$ cat config.mk
export PLATFORM = sky130hd
export DESIGN_NAME = set_bit_scanner
export DESIGN_NICKNAME = d
export VERILOG_FILES = /design/src/rtl/set_bit_scanner_pkg.sv /design/src/rtl/bit_scan_pick.sv /design/src/rtl/set_bit_scanner.sv
export SDC_FILE = /design/constraint.sdc
export NUM_CORES = 1
export LEC_CHECK = 0
export CORE_MARGIN = 4
export CORE_UTILIZATION = 30
export DETAILED_ROUTE_END_ITERATION = 12
export PLACE_DENSITY = 0.58
export SLEW_MARGIN = 10
export SYNTH_ARGS = -nofsm -noshare
export SYNTH_HDL_FRONTEND = slang
export SYNTH_SLANG_ARGS = --single-unit
$ cat constraint.sdc
create_clock -name i_clk -period 5 [get_ports i_clk]
set_input_delay 0.5 -clock i_clk [delete_from_list [all_inputs] [get_ports i_clk]]
set_output_delay 0.5 -clock i_clk [all_outputs]
set_load 0.1 [all_outputs]
$ cat src/rtl/set_bit_scanner_pkg.sv
// Shared types and constants for the set-bit scanner.
package set_bit_scanner_pkg;

    typedef enum logic {
        SCAN_IDLE,
        SCAN_ACTIVE
    } scan_state_t;

    localparam logic SCAN_LSB_FIRST = 1'b0;
    localparam logic SCAN_MSB_FIRST = 1'b1;

endpackage

$ cat src/rtl/bit_scan_pick.sv
// Combinational picker: index and one-hot of the lowest (or highest) set bit.
module bit_scan_pick
    import set_bit_scanner_pkg::*;
#(
    parameter int unsigned WIDTH = 32,
    localparam int unsigned IW = $clog2(WIDTH)
) (
    input  logic [WIDTH-1:0] vector,
    input  logic             msb_first,
    output logic [IW-1:0]    index,
    output logic [WIDTH-1:0] onehot,
    output logic             found
);

    logic [WIDTH-1:0] sel;
    logic [WIDTH-1:0] onehot_r;
    logic [IW-1:0]    idx_r;
    logic             rev;

    assign rev = (msb_first == SCAN_MSB_FIRST);

    // MSB-first reuses the lowest-bit search on the bit-reversed vector,
    // then maps the result back into the original bit order.
    always_comb begin
        sel      = '0;
        onehot_r = '0;
        onehot   = '0;
        idx_r    = '0;
        index    = '0;
        found    = 1'b0;
        for (int unsigned i = 0; i < WIDTH; i++) begin
            sel[i] = rev ? vector[WIDTH-1-i] : vector[i];
        end
        for (int unsigned i = 0; i < WIDTH; i++) begin
            if (!found && sel[i]) begin
                found       = 1'b1;
                idx_r       = IW'(i);
                onehot_r[i] = 1'b1;
            end
        end
        for (int unsigned i = 0; i < WIDTH; i++) begin
            onehot[i] = rev ? onehot_r[WIDTH-1-i] : onehot_r[i];
        end
        if (found) begin
            index = rev ? (IW'(WIDTH - 1) - idx_r) : idx_r;
        end
    end

endmodule

$ cat src/rtl/set_bit_scanner.sv
// Loads a vector through a handshake and streams the index of every set bit.
module set_bit_scanner
    import set_bit_scanner_pkg::*;
#(
    parameter int unsigned WIDTH = 32,
    localparam int unsigned IW = $clog2(WIDTH),
    localparam int unsigned CW = $clog2(WIDTH) + 1
) (
    input  logic             i_clk,
    input  logic             i_rst_n,
    input  logic             i_load_valid,
    output logic             o_load_ready,
    input  logic [WIDTH-1:0] i_data,
    input  logic             i_msb_first,
    input  logic             i_abort,
    output logic             o_idx_valid,
    input  logic             i_idx_ready,
    output logic [IW-1:0]    o_idx,
    output logic [WIDTH-1:0] o_idx_vector,
    output logic             o_idx_last,
    output logic [CW-1:0]    o_remaining,
    output logic             o_zero_load,
    output logic             o_busy
);

    scan_state_t      state_q, state_d;
    logic [WIDTH-1:0] work_q, work_d;
    logic [CW-1:0]    remaining_q, remaining_d;
    logic             msb_q, msb_d;
    logic             zero_load_q, zero_load_d;
    logic [CW-1:0]    popcnt;
    logic [IW-1:0]    pick_idx;
    logic [WIDTH-1:0] pick_onehot;
    logic             pick_found;
    logic             busy;

    bit_scan_pick #(.WIDTH(WIDTH)) u_pick (
        .vector    (work_q),
        .msb_first (msb_q),
        .index     (pick_idx),
        .onehot    (pick_onehot),
        .found     (pick_found)
    );

    // Population count of the offered vector, loaded into the remaining counter.
    always_comb begin
        popcnt = '0;
        for (int unsigned i = 0; i < WIDTH; i++) begin
            popcnt = popcnt + CW'(i_data[i]);
        end
    end

    assign busy         = (state_q == SCAN_ACTIVE);
    assign o_busy       = busy;
    assign o_load_ready = (state_q == SCAN_IDLE);
    assign o_idx_valid  = busy && pick_found;
    assign o_idx        = busy ? pick_idx : '0;
    assign o_idx_vector = busy ? pick_onehot : '0;
    assign o_idx_last   = busy && (remaining_q == CW'(1));
    assign o_remaining  = remaining_q;
    assign o_zero_load  = zero_load_q;

    // Next-state: load in IDLE; emit, abort or finish in SCAN.
    always_comb begin
        state_d     = state_q;
        work_d      = work_q;
        remaining_d = remaining_q;
        msb_d       = msb_q;
        zero_load_d = 1'b0;
        case (state_q)
            SCAN_IDLE: begin
                if (i_load_valid) begin
                    work_d      = i_data;
                    msb_d       = i_msb_first;
                    remaining_d = popcnt;
                    if (|i_data) begin
                        state_d = SCAN_ACTIVE;
                    end else begin
                        zero_load_d = 1'b1;
                    end
                end
            end
            SCAN_ACTIVE: begin
                if (i_abort) begin
                    work_d      = '0;
                    remaining_d = '0;
                    state_d     = SCAN_IDLE;
                end else if (i_idx_ready) begin
                    work_d      = work_q & ~pick_onehot;
                    remaining_d = remaining_q - CW'(1);
                    if (remaining_q == CW'(1)) begin
                        state_d = SCAN_IDLE;
                    end
                end
            end
            default: state_d = SCAN_IDLE;
        endcase
    end

    // State and datapath registers with asynchronous active-low reset.
    always_ff @(posedge i_clk or negedge i_rst_n) begin
        if (!i_rst_n) begin
            state_q     <= SCAN_IDLE;
            work_q      <= '0;
            remaining_q <= '0;
            msb_q       <= SCAN_LSB_FIRST;
            zero_load_q <= 1'b0;
        end else begin
            state_q     <= state_d;
            work_q      <= work_d;
            remaining_q <= remaining_d;
            msb_q       <= msb_d;
            zero_load_q <= zero_load_d;
        end
    end

endmodule

== Yosys cells after proc, flatten, opt, wreduce, memory -nomap -nowiden ==
Cells that the tools add are included.

* Add/subtract/negate cells: 33
* Equality and inequality tests: 3
* Muxes and demuxes: 179
* Bitwise gates (word level): 3
* Reduce and logical (&&, ||, !) cells: 67

{| class="wikitable"
|+ Operators with widths
! kind !! number
|-
| 6-bit by 1-bit adder with 6-bit output || 26
|-
| 1-bit two-way mux || 136
|-
| 32-bit two-way mux || 4
|-
| 5-bit two-way mux || 19
|-
| 32-bit one-hot mux with 2 select lines || 1
|-
| 1-bit logical AND || 33
|-
| 32-bit bitwise AND || 1
|-
| 4-bit two-way mux || 8
|-
| 32-bit NOT || 1
|-
| 32-bit OR reduction || 1
|-
| 1-bit logical NOT || 31
|-
| 6-bit two-way mux || 3
|-
| 3-bit two-way mux || 4
|-
| 6-bit one-hot mux with 2 select lines || 1
|-
| 5-bit by 1-bit adder with 6-bit output || 1
|-
| 6-bit by 1-bit equality test with 1-bit output, second input constant || 1
|-
| 6-bit by 1-bit subtractor with 6-bit output, second input constant || 1
|-
| 4-bit by 1-bit adder with 5-bit output || 1
|-
| 5-bit subtractor, first input constant || 1
|-
| 3-bit by 1-bit adder with 4-bit output || 1
|-
| 2-bit two-way mux || 2
|-
| 2-bit AND reduction || 2
|-
| 2-bit by 1-bit adder with 3-bit output || 1
|-
| 3-bit inequality test, second input constant || 1
|-
| 4 further kinds || 4
|}

* Register bits: 41
* Input bits: 38
* Word-level logic and storage cells: 290

== Longest topological paths before layout ==
Gate-level depths: netlist of run 1.

* Depth in word-level cells: 101
* Gate-level depth with buffers: 19
* Gate-level depth less buffers: 19

== Hierarchy ==
From an unflattened synthesis of run 1, not the netlist that was laid out.

* Cells, all modules: 573
* Area, all modules: 4659.5 µm²

{| class="wikitable"
|+ By module, submodules not included
! module !! times used !! cells an instance !! area each (µm²)
|-
| set_bit_scanner || 1 || 306 || 3049.2
|-
| bit_scan_pick || 1 || 267 || 1610.3
|}

== Worst setup path after synthesis of run 1 ==
Ideal clock, no wire load.

* Path type: register to output
* From: register state_q (netlist: o_busy)
* To: output port o_idx_vector[17]
* Arrival time: 4728 ps
* Setup slack: -228 ps
* Stages on the path, launching flop included: 5
* Buffers on the path: 2
* Path through: dfrtp_1 > clkbuf_1 > clkinv_1 > clkbuf_1 > nor4_1

* Cells in the longest elaborated chain, start to end: 1

{| class="wikitable"
|+ RTL lines
! element !! line !! source
|-
| start, declared || set_bit_scanner.sv:26 || <nowiki>scan_state_t state_q, state_d;</nowiki>
|-
| start signal, assigned || set_bit_scanner.sv:109 || <nowiki>state_q <= state_d;</nowiki>
|-
| 32-bit two-way mux || set_bit_scanner.sv:58 || <nowiki>assign o_idx_vector = busy ? pick_onehot : '0;</nowiki>
|-
| end, declared || set_bit_scanner.sv:19 || <nowiki>output logic [WIDTH-1:0] o_idx_vector,</nowiki>
|}

No other way between the ends.

== Worst setup path in the final report of run 1 ==
* From: input port i_data[0]
* To: register remaining_q[4] (netlist: o_remaining[4])

* Cells in the longest elaborated chain, start to end: 33

{| class="wikitable"
|+ RTL lines
! element !! line !! source
|-
| start, declared || set_bit_scanner.sv:13 || <nowiki>input logic [WIDTH-1:0] i_data,</nowiki>
|-
| 1-bit by 1-bit adder with 2-bit output || set_bit_scanner.sv:49 || <nowiki>popcnt = popcnt + CW'(i_data[i]);</nowiki>
|-
| 2-bit by 1-bit adder with 3-bit output || set_bit_scanner.sv:49 ||
|-
| 3-bit by 1-bit adder with 4-bit output || set_bit_scanner.sv:49 ||
|-
| 4-bit by 1-bit adder with 5-bit output || set_bit_scanner.sv:49 ||
|-
| 5-bit by 1-bit adder with 6-bit output || set_bit_scanner.sv:49 ||
|-
| 6-bit by 1-bit adder with 6-bit output (26 in a row) || set_bit_scanner.sv:49 ||
|-
| 6-bit two-way mux || set_bit_scanner.sv:72 || <nowiki>if (i_load_valid) begin</nowiki>
|-
| 6-bit one-hot mux with 2 select lines || set_bit_scanner.sv:70 || <nowiki>case (state_q)</nowiki>
|-
| end signal, assigned || set_bit_scanner.sv:111 || <nowiki>remaining_q <= remaining_d;</nowiki>
|-
| end, declared || set_bit_scanner.sv:28 || <nowiki>logic [CW-1:0] remaining_q, remaining_d;</nowiki>
|}

No other way between the ends. The select of a mux whose other input is x is not followed.
A chain may end at the register's enable or synchronous reset.

==> impl_metrics.tcl, run 1 <==
set metrics [dict create \
    insertion_delay_ns 0.30 \
    setup.worst_path.class "primary input to register" \
    ios 86 \
    ant_nets 0 \
    crit_required_ns 5.18 \
    hold_viol 0 \
    yosys.area.top_type "dfrtp_1" \
    antenna_cells 0 \
    synth_edf_count 0 \
    grt_pass1_vias 4926 \
    worst_pin_slew_ns 1.16 \
    total_power_w 0.00355 \
    layout.cells.non_filler 883 \
    hold_class "primary input to async pin" \
    tritoncts "yes" \
    relSlewSlack 0.220 \
    rsz0062_at_grt "false" \
    r2r.worst_path.cells 8 \
    grt.total_usage 0.202 \
    overflow 0 \
    final_cell_mix "76 x buf_4, 51 x inv_1, 43 x o21ai_0" \
    coreArea_um2 15300 \
    layout-drive-gt1-share 0.188 \
    vias_per_cell 5.73 \
    synth.avg_cell_area_um2 8.00 \
    h-tree-depth 2 \
    die_w_um 133 \
    clk_path_buf_depth 2 \
    netlist_instances 588 \
    route.detailed.drc 0 \
    ys_seq_area_frac 0.218 \
    die_h_um 133 \
    num_rows 45 \
    yosys_warnings 0 \
    antenna_found_initial 1 \
    path_max_fanout 2 \
    hold_slack_ns 0.358 \
    p_sw_w 0.00188 \
    min_period_ns 4.83 \
    ys_dominant_reg_cell "dfrtp_1" \
    period_share 0.966 \
    synth_fp_nets 660 \
    vdd_ir_drop_max_v 0.000465 \
    synth_area_leaders "dfrtp_1 22%, fa_1 10%, o21ai_0 4.7%, inv_1 4.2%, nor2_1 3.4%" \
    power.internal_w 0.00167 \
    p_sw_frac 0.530 \
    max_cap_violations 0 \
    path_clk_slew_ns 0.07 \
    gp_congestion 0.926 \
    portBuffers 85 \
    fmax_mhz 207 \
    dp_hpwl_um 14000 \
    pre_cts_ws_ns -0.529 \
    p_leak_nw 2.61 \
    synth_cell_types 73 \
    crit_path_start_kind "primary input" \
    firstDrtPassIters 5 \
    start_util 0.308 \
    worst_slack_ns 0.171 \
    cts-root-buf "clkbuf_16" \
    vias 5061 \
    outcome "finished clean" \
    wl_per_cell_um 20.5 \
    layout_commonest_cell "buf_4" \
    p_seq_frac 0.186 \
    cts_buffers 5 \
    holdBufCountCts 0 \
    power.density_nw_per_um2 593 \
    grt_max_degree 51 \
    finalCoreUtilization 0.392 \
    p_comb_frac 0.706 \
    synth-seq-cells 41 \
    async_flop_share 1.00 \
    fin_skew_ns 0.00851 \
    drt_wl_total_um 18100 \
    syn2layout_area_growth_pct 27.2 \
    fin_nets 743 \
    cp.arrival_ns 5.01 \
    synth_top_area_share 0.218 \
    die-area_um2 17700 \
    dp.cells 875 \
    cts.sinks 41 \
    drt_iter0_markers 380 \
    grt_pass1_wl_um 28500 \
    clock_power_share 0.108 \
    endpoint_kind "register" \
    fill_cells 1564 \
    drv_slew 0 \
    setup_violations 0 \
    synth_area_um2 4700 \
]
==> registers in the layout, summed over array words and instances (netlist names) <==
signal       flops
o_remaining      6
o_zero_load      1
work_q          32
o_busy           1
msb_q            1
==> synth_stat cells (5+ instances only) <==
| cell type | instances |
|---|---|
| inv_1 | 52 |
| o21ai_0 | 44 |
| nor2_1 | 42 |
| dfrtp_1 | 41 |
| nand2_1 | 38 |
| clkbuf_1 | 36 |
| nor3_1 | 26 |
| fa_1 | 24 |
| a21oi_1 | 22 |
| and3_1 | 16 |
| nor4_1 | 15 |
| mux2i_1 | 14 |
| nor2b_1 | 13 |
| a22o_1 | 12 |
| ha_1 | 10 |
| o31ai_1 | 10 |
| o22ai_1 | 9 |
| a22oi_1 | 8 |
| a31oi_1 | 8 |
| a32o_1 | 8 |
| nor3b_1 | 8 |
| or3_1 | 8 |
| a31o_2 | 6 |
| buf_1 | 6 |
| mux2_2 | 6 |
| or3b_2 | 6 |
| a211oi_1 | 5 |
| nand2b_1 | 5 |
| o211a_1 | 5 |
| o41ai_1 | 5 |
==> worst paths after layout <==
path / start / end / slack (ns)
max: i_data[0] / o_remaining[4]$_DFFE_PN0P_ / 0.17
min: i_rst_n / work_q[21]$_DFFE_PN0P_ / 0.36
max reg2reg: msb_q$_DFFE_PN0P_ / work_q[3]$_DFFE_PN0P_ / 1.71
min reg2reg: o_remaining[5]$_DFFE_PN0P_ / o_remaining[5]$_DFFE_PN0P_ / 0.56
max in group asynchronous: i_rst_n / msb_q$_DFFE_PN0P_ / 3.90
min in group i_clk: o_remaining[5]$_DFFE_PN0P_ / o_remaining[5]$_DFFE_PN0P_ / 0.56
==> through the flow <==
stage                     TNS (ns)  instance area [µm²]
after floorplan             -0.574                 4710
after global placement       -2.09                 5830
after detailed placement     -2.28                 5830
after CTS                        0                 5990
after global routing             0                 5980
final                            0                 5980
==> routing by layer <==
layer / wire, µm / vias to the layer above / global-route usage / part of all wire
met1: 7870 / 2435 / 0.284 / 0.43
met3: 1540 / 30 / 0.0453 / 0.085
li1: - / 2327 / - / -
met4: 664 / 2 / 0.0749 / 0.037
met2: 8070 / 267 / 0.305 / 0.44
met5: 14 / - / 0 / 0.00077
==> power groups by stage <==
| stage | clock [W] | combinational, W | sequential [W] |
|---|---|---|---|
| after detailed placement | 0 | 0.00243 | 0.000651 |
| after CTS | 0.000394 | 0.00246 | 0.000646 |
| after global placement | 0 | 0.00239 | 0.000647 |
| after global routing | 0.000403 | 0.00272 | 0.000677 |
| final | 0.000384 | 0.00250 | 0.000659 |
| after floorplan | 0 | 0.00169 | 0.000676 |
==> area by class of cell <==
cell class,instances,area [µm²],share of cell area
inverters,54,203,0.0339
clock buffers,6,129,0.0215
clock inverters,2,38.8,0.00649
repair buffers,124,1030,0.172
well taps,211,264,0.0441
multi-input cells,445,3290,0.551
flip-flops and latches,41,1030,0.172
==> kinds of logic (layout without fill, tap and decap cells) <==
kind of cell | count (synthesis) | count (layout) | synth area share
mux | 20 | 20 | 0.0442
flops | 41 | 41 | 0.218
simple gates | 210 | 210 | 0.244
fa+ha+maj | 34 | 34 | 0.129
compound gates | 178 | 178 | 0.275
buf+inv | 102 | 186 | 0.0844
xor+xnor | 3 | 3 | 0.00559
==> critical path, cell delays in order <==
cell and delay [ns]:
dlygate4sd2_1 0.26, fa_1 0.54, inv_1 0.07, fa_1 0.54, fa_1 0.44, fa_1 0.53
fa_1 0.43, fa_1 0.51, inv_2 0.04, ha_2 0.16, inv_1 0.07, fa_2 0.20
inv_1 0.04, a21o_1 0.16, a21oi_1 0.17, xnor2_1 0.11, a32oi_1 0.15, o21ai_1 0.09
==> timing repair <==
item                       4_1_cts  5_1_grt
buffers inserted                 0        0
pin swaps                       11        6
setup endpoints to repair        5        5
resized for setup               18        8
hold endpoints to repair         0        0
(Power assumes the default switching activity.)
==> run 2, diff against run 1 <==
CORE_UTILIZATION = 55   (was 30)
PLACE_DENSITY = 0.9   (was 0.58)
RECOVER_POWER = 50   (was not set)
==> run 2 against run 1 <==
Net effect: the flow now finishes with violations (capacitance limit, slew limit); setup slack got worse by 0.038 ns; global-route usage increased by 14 points; register-to-register slack got worse by 0.24 ns; critical path type unchanged; final cell count decreased by 13%; sequential power decreased by 2%; power decreased by 4.2%; critical endpoint unchanged; hold slack improved by 0.20 ns; via count increased by 4.5%; combinational power about the same; clock-buffer cell count decreased by 1.
==> impl_metrics.tcl, run 2 (synthesis gave the netlist of run 1 again) <==
set metrics [dict create \
    crit_required_ns 5.16 \
    worst-path-buf-inv 5 \
    insertion_delay_ns 0.31 \
    h-tree-depth 2 \
    p_leak_nw 2.54 \
    dp.cells 762 \
    die_w_um 100 \
    crit_chain "dlygate4sd2_1, fa_1, inv_1, fa_1, fa_1, fa_1, fa_1, fa_1, inv_1, ha_2, inv_1, fa_2, inv_1, a21o_1, a21oi_2, xnor2_1, a32oi_1, o21ai_1" \
    tritoncts "yes" \
    firstDrtPassIters 8 \
    crit_path_frequent_cell "fa_1" \
    top_register "work_q" \
    path_max_fanout 2 \
    period_share 0.973 \
    route.detailed.drc 0 \
    start_util 0.569 \
    gp_congestion 0.997 \
    final_cell_mix "63 x buf_4, 46 x inv_1, 43 x o21ai_0" \
    grt.total_usage 0.339 \
    violations "capacitance limit, slew limit" \
    largest_reg_flops 32 \
    min_period_ns 4.87 \
    fin_nets 736 \
    die_h_um 100 \
    layout_commonest_cell "buf_4" \
    fmax_mhz 205 \
    hold_slack_ns 0.557 \
    crit_family "adder cells" \
    layout-drive-gt1-share 0.186 \
    path_clk_slew_ns 0.09 \
    hold_viol 0 \
    drt_iter0_markers 630 \
    cts.sinks 41 \
    grt_max_degree 78 \
    drv_slew 42 \
    coreArea_um2 8260 \
    setup.worst_path.class "primary input to register" \
    die-area_um2 10100 \
    cp.arrival_ns 5.02 \
    fin_skew_ns 0.00719 \
    critPathSlowestCell "fa_1" \
    wl_per_cell_um 21.8 \
    holdBufCountCts 0 \
    post_cts_buffers 0 \
    crit_path_start_kind "primary input" \
    overflow 0 \
    vias_per_cell 6.87 \
    max_cap_violations 1 \
    setup_violations 0 \
    ios 86 \
    syn2layout_area_growth_pct 22.1 \
    drt_wl_total_um 16800 \
    grt_pass1_vias 4967 \
    power.density_nw_per_um2 592 \
    r2r_slack_ns 1.47 \
    antenna_found_initial 0 \
    cts_buffers 5 \
    relSlewSlack -0.588 \
    slowest_delay_ns 0.54 \
    hold_class "primary input to register" \
    grt_pass1_wl_um 26900 \
    vdd_ir_drop_max_v 0.000824 \
    num_rows 33 \
    ant_nets 0 \
    worst_pin_slew_ns 2.38 \
    cts-root-buf "clkbuf_8" \
    antenna_cells 0 \
    endpoint_kind "register" \
    finalSetupTns_ns 0 \
    dp_hpwl_um 13000 \
    portBuffers 85 \
    layout.cells.non_filler 770 \
    vias 5290 \
    outcome "finished with violations" \
    clk_path_buf_depth 2 \
]
run 2: changes by cell type in the layout (fill, tap and decap cells not counted), moves of 5 or more:
cell             change
clkbuf_8             +5
inv_2                +5
dlygate4sd3_1       +10
buf_4               -13
clkdlybuf4s50_1     -10
clkbuf_16            -5
inv_1                -5
run 2: cell type report:
class                   instances  area, µm²
clock buffers                   5       68.8
clock inverters                 3       17.5
multi-input cells             445       3290
flip-flops and latches         41       1030
repair buffers                117       1000
well taps                     105        131
fillers                       705       2520
inverters                      54        203
run 2: routing by layer:
layer	vias up	global-route usage	share of wire
met2	397	0.539	0.46
met3	62	0.0484	0.10
li1	2318	-	-
met4	0	0.110	0.042
met5	-	0	0
met1	2513	0.478	0.40
run 2: tightest hold or removal path: stages:
cell and delay, ns:
buf_2 0.10, buf_4 0.11, a22o_1 0.12
run 2: path summary, 6_finish.rpt:
path | start | end | cells past startpoint
min in group asynchronous | i_rst_n | work_q[23]$_DFFE_PN0P_ | 1
max reg2reg | msb_q$_DFFE_PN0P_ | work_q[8]$_DFFE_PN0P_ | 8
max | i_data[0] | o_remaining[4]$_DFFE_PN0P_ | 18
min reg2reg | work_q[14]$_DFFE_PN0P_ | work_q[14]$_DFFE_PN0P_ | 1
max in group asynchronous | i_rst_n | work_q[14]$_DFFE_PN0P_ | 1
min | i_data[19] | work_q[19]$_DFFE_PN0P_ | 3
run 2: stage by stage:
stage | setup slack (ns) | area [µm²] | power, W | util
4_1_cts | 0.00561 | 5770 | 0.00334 | 0.699
2_1_floorplan | -0.228 | 4710 | 0.00237 | -
5_1_grt | -0.0267 | 5740 | 0.00364 | 0.695
6_report | 0.134 | 5740 | 0.00340 | 0.695
3_5_place_dp | -0.653 | 5700 | 0.00307 | 0.690
3_3_place_gp | -0.453 | 5700 | 0.00299 | 0.690
run 2: repair_timing:
action,CTS,global route
hold endpoints to repair,0,0
endpoints found under the setup margin,5,5
gates resized for setup,29,12
pin swaps,14,10
run 2: power breakdown:
group          switching [W]  total (W)  internal, W  leakage [nW]
Clock               0.000133   0.000230    0.0000967        0.0439
Combinational        0.00152    0.00252     0.000998          1.98
Sequential          0.000215   0.000645     0.000430         0.523
Total                0.00187    0.00340      0.00153          2.54
